[src/rtl/oet_sort_engine.sv]
// oet_sort_engine: frame sorter using odd-even transposition on rotated keys {x[KEY_W-1:0], x[WIDTH-1:KEY_W]}.
// Define SORT_EARLY_EXIT_EN to end SORT once an even and an odd phase in a row make no swaps.
module oet_sort_engine #(
  parameter int WIDTH = 8,
  parameter int DEPTH = 8,
  parameter int KEY_W = 4
) (
  input  logic             clk,
  input  logic             rst,
  input  logic             in_valid,
  output logic             in_ready,
  input  logic [WIDTH-1:0] in_data,
  output logic             out_valid,
  input  logic             out_ready,
  output logic [WIDTH-1:0] out_data,
  output logic             out_last,
  output logic             busy
);
  localparam int IW = $clog2(DEPTH);
  localparam logic [1:0] LOAD = 2'd0, SORT = 2'd1, DRAIN = 2'd2;
  localparam logic [IW-1:0] LAST = IW'(DEPTH - 1);
  logic [1:0] state_q, state_d;
  logic [IW-1:0] wr_idx_q, wr_idx_d, rd_idx_q, rd_idx_d, phase_q, phase_d;
  logic [WIDTH-1:0] mem_q [DEPTH];
  logic [WIDTH-1:0] mem_d [DEPTH];
  logic sort_done;
`ifdef SORT_EARLY_EXIT_EN
  logic any_swap, clean_q, clean_d;
`endif

  // Rotating right by KEY_W puts the primary key bits on top; KEY_W==WIDTH leaves x unchanged.
  function automatic logic [WIDTH-1:0] key(input logic [WIDTH-1:0] x);
    return WIDTH'({x, x} >> KEY_W);
  endfunction

  always_comb begin
    state_d = state_q;
    wr_idx_d = wr_idx_q;
    rd_idx_d = rd_idx_q;
    phase_d = phase_q;
    mem_d = mem_q;
    sort_done = phase_q == LAST;
`ifdef SORT_EARLY_EXIT_EN
    any_swap = 1'b0;
    clean_d = clean_q;
`endif
    if (state_q == LOAD && in_valid) begin
      mem_d[wr_idx_q] = in_data;
      wr_idx_d = wr_idx_q == LAST ? '0 : wr_idx_q + 1'b1;
      state_d = wr_idx_q == LAST ? SORT : LOAD;
    end
    if (state_q == SORT) begin
      // Pairs starting at indices of the phase's parity are disjoint, so all compare-swaps run in parallel.
      for (int i = 0; i < DEPTH - 1; i++)
        if (i[0] == phase_q[0] && key(mem_q[i]) > key(mem_q[i+1])) begin
          mem_d[i] = mem_q[i+1];
          mem_d[i+1] = mem_q[i];
`ifdef SORT_EARLY_EXIT_EN
          any_swap = 1'b1;
`endif
        end
`ifdef SORT_EARLY_EXIT_EN
      clean_d = !any_swap;
      sort_done = sort_done || (phase_q != '0 && !any_swap && clean_q);
`endif
      phase_d = sort_done ? '0 : phase_q + 1'b1;
      state_d = sort_done ? DRAIN : SORT;
    end
    if (state_q == DRAIN && out_ready) begin
      rd_idx_d = rd_idx_q == LAST ? '0 : rd_idx_q + 1'b1;
      state_d = rd_idx_q == LAST ? LOAD : DRAIN;
    end
  end

  always_ff @(posedge clk) begin
    if (rst) begin
      state_q <= LOAD;
      wr_idx_q <= '0;
      rd_idx_q <= '0;
      phase_q <= '0;
`ifdef SORT_EARLY_EXIT_EN
      clean_q <= 1'b0;
`endif
    end else begin
      state_q <= state_d;
      wr_idx_q <= wr_idx_d;
      rd_idx_q <= rd_idx_d;
      phase_q <= phase_d;
`ifdef SORT_EARLY_EXIT_EN
      clean_q <= clean_d;
`endif
    end
  end

  always_ff @(posedge clk) mem_q <= mem_d;

  assign in_ready = state_q == LOAD;
  assign out_valid = state_q == DRAIN;
  assign busy = state_q == SORT;
  assign out_data = out_valid ? mem_q[rd_idx_q] : '0;
  assign out_last = out_valid && rd_idx_q == LAST;
endmodule

[config.mk]
export PLATFORM = sky130hd
export DESIGN_NAME = oet_sort_engine
export DESIGN_NICKNAME = d
export VERILOG_FILES = /design/src/rtl/oet_sort_engine.sv
export SDC_FILE = /design/constraint.sdc
export NUM_CORES = 1
export LEC_CHECK = 0
export ABC_AREA = 1
export BUFFER_PORTS_ARGS = -buffer_cell sky130_fd_sc_hd__buf_2
export CAP_MARGIN = 20
export CORE_MARGIN = 2
export CORE_UTILIZATION = 55
export CTS_CLUSTER_SIZE = 10
export DETAILED_ROUTE_END_ITERATION = 7
export PLACE_DENSITY = 0.76
export SLEW_MARGIN = 40
export SYNTH_ARGS = -nofsm -noshare
export SYNTH_HDL_FRONTEND = slang
export SYNTH_SLANG_ARGS = --single-unit
[constraint.sdc]
create_clock -name clk -period 2.8 [get_ports clk]
set_input_delay 0.56 -clock clk [delete_from_list [all_inputs] [get_ports clk]]
set_output_delay 0.56 -clock clk [all_outputs]
set_load 0.05 [all_outputs]
==> impl_metrics.ini <==
[setup_path]
end_kind = output port
r2r_start = mem_q[11]
critPathRequiredTime_ps = 2240
reg2regPathDepth = 10
cp_cell_sequence = clkinv_1 -> buf_4 -> a21oi_1 -> o21ai_0 -> a31oi_1 -> buf_2
slowest_stage = dfxtp_1
critPathMaxStageDelay_ps = 340
rrSetupSlack_ps = 440
crit_path_max_fanout = 11
regToRegEndpoint = mem_q[8]
start_kind = flop
crit_arrival_ps = 2050
worstSetupPathType = reg2out

[yosys]
synth_edf_count = 0
yosys_warnings = 0
synth.net_count = 1163
synth-compound-area-share_pct = 18.1
synth_top_family_by_area = simple AND/OR/NAND/NOR gates
synth-xor-area-share_pct = 0
ys.flop_type = dfxtp_1
synth_cells = 1089
synth-simple-area-share_pct = 34.7
syn_area_um2 = 6640
syn_avg_cell_area_um2 = 6.10
ys_ff_latch = 75
synth_adder_area_share_pct = 11.7
synthMuxAreaShare_pct = 0
ys_async_sr_fraction_pct = 0
synth-seq-area-share_pct = 22.6
ys_types = 37

[layout]
drive_gt1_share_pct = 8.14
nFillCells = 1191
final_common_cell = nand2_1
area_growth_pct = 7.37
num_antenna_cells = 0
final_cell_mix = nand2_1, inv_1, nor2_1
nets = 1176

[pwr]
pwr-share-clk_pct = 13.5
total_power_mw = 8.46
p_comb_share_pct = 61.8
intPower_mw = 4.02
p_per_area_nw_per_um2 = 1190
leakagePower_nw = 3.80
seqPwrFrac_pct = 24.7
p_switching_mw = 4.44
p_sw_share_pct = 52.5
peakVddDrop_uv = 709

[global_routing]
grt_pass1_wl_mm = 33.1
grt.met1_usage_pct = 43.6
grt_use_total_pct = 33.1
top_usage_layer = met2
grt_max_degree = 46
grt_pass1_vias = 6256
grt_overflow_total = 0
grtUsageMet3_pct = 6.54
antenna_found_initial = 0
grt_util_met2_pct = 51.3

[floorplan]
dieHeight_um = 114
start_util_pct = 55.8
core_area_um2 = 11900
rows = 40
die_w_um = 114
die_area_um2 = 13000
ios = 24

[route]
ant_nets = 0
drt-vias-per-instance = 5.66
routedWlPerCell_um = 16.6
first_pass_iters = 8
drcViolationCount = 0
drt_iter0_drc = 681
totalWireLength_mm = 20.8
vias = 7097

[clock_tree]
clkSinkCount = 75
clkTransAtPathRegs_ps = 60
cts_buffers = 9
cts.htree.levels = 3
holdBufCountCts = 0
clock-root-buffer = clkbuf_16
cts_tree = yes
cts-resized-gates = 0
clock_path_buffers = 2
post_cts_buffers = 0
clock_latency_ps = 350

[placement]
place_congestion = 0.939
port_buffers = 23
dp_hpwl_mm = 15.6
place_ws_ps = 461

[worst_hold_path]
hold_depth = 2
min_from = rst
min_path_type = in2reg
min_to = wr_idx_q[1]

[sta]
setup-tns-final_ps = 0
finalMaxSlewViolations = 0
finalClockSkew_ps = 7.32
period_minus_slack_ps = 2610
max_freq_mhz = 384
finalCritPeriodShare_pct = 93.1
fin_ws_ps = 193
setup_violations = 0
worst_slew_pin_slew_ps = 550
slew_headroom_pct = 63.2
rsz0062_at_grt = no
final-hold-violation-count = 0

[run]
cap_violations = 0

[run_status]
status = complete, no violations
[per-layer routing]
layer | part of all wire (%) | wire length [um]
met5 | 0 | 0
met4 | 5.4 | 1110
met3 | 11 | 2280
met2 | 43 | 8900
met1 | 41 | 8500
[layout make-up]
type                    instances  area (um^2)  area share [%]
multi-input cells             813         4280            60.0
flip-flops and latches         75         1500            21.1
inverters                     162          621            8.70
clock buffers                  13          270            3.79
repair buffers                 41          263            3.68
well taps                     147          184            2.58
clock inverters                 2         10.0           0.140
[worst max-delay path by stage]
stage | from | end | slack (ps) | cells past startpoint
2_1_floorplan | state_q[1] | out_data[0] | 150 | 4
3_5_place_dp | mem_q[11] | mem_q[8] | 460 | 10
6_report | rd_idx_q[1] | out_data[3] | 190 | 6
3_3_place_gp | mem_q[11] | mem_q[15] | 500 | 10
5_1_grt | rd_idx_q[1] | out_data[6] | 140 | 8
4_1_cts | rd_idx_q[0] | out_data[0] | 270 | 7
[logic make-up after synthesis]
family | after synthesis
AO/OA/AOI/OAI | 225
adder cells (fa/ha/maj) | 62
buffers and inverters | 201
flip-flops | 75
AND/OR/NAND/NOR | 526
[worst max-delay path, delay by kind of cell, from the launching register on]
| family | cells | cell delay, ps |
|---|---|---|
| buffers and inverters | 3 | 790 |
| AO/OA/AOI/OAI | 3 | 570 |
| flip-flops | 1 | 340 |
[per-stage QoR]
stage	util [%]	instance area (um^2)	cells	hold slack, ps
6_report	59.9	7130	1253	412
5_1_grt	59.9	7130	1253	418
4_1_cts	59.9	7130	1253	401
3_5_place_dp	57.5	6850	1238	502
3_3_place_gp	57.5	6850	1238	488
2_1_floorplan	-	6640	1089	454
[cells in the mapped netlist (3+ instances only)]
library cell,number,area (um^2)
nand2_1,279,1050
inv_1,157,589
nor2_1,129,484
o21ai_0,112,561
nand3_1,93,465
a21oi_1,86,430
dfxtp_1,75,1500
ha_1,62,776
buf_2,14,70.1
clkbuf_1,13,48.8
a31oi_1,8,50.1
a21o_1,5,37.5
a21oi_2,5,43.8
buf_4,5,37.5
buf_6,5,56.3
nand2_2,4,25.0
nand2_4,4,45.0
nor2_4,4,45.0
nor2_8,4,80.1
nand3_4,3,52.6
[power by group through the flow]
stage | logic (mW) | clock network (mW) | registers, mW
2_1_floorplan | 4.01 | 0 | 1.90
3_3_place_gp | 5.03 | 0 | 2.08
3_5_place_dp | 5.10 | 0 | 2.09
4_1_cts | 5.13 | 1.15 | 2.07
5_1_grt | 6.00 | 1.18 | 2.14
6_report | 5.23 | 1.14 | 2.09
[registers in the layout (all words and copies together) (netlist names)]
name      flops
phase_q       3
rd_idx_q      3
state_q       2
wr_idx_q      3
mem_q        64
(Power assumes the default switching activity.)
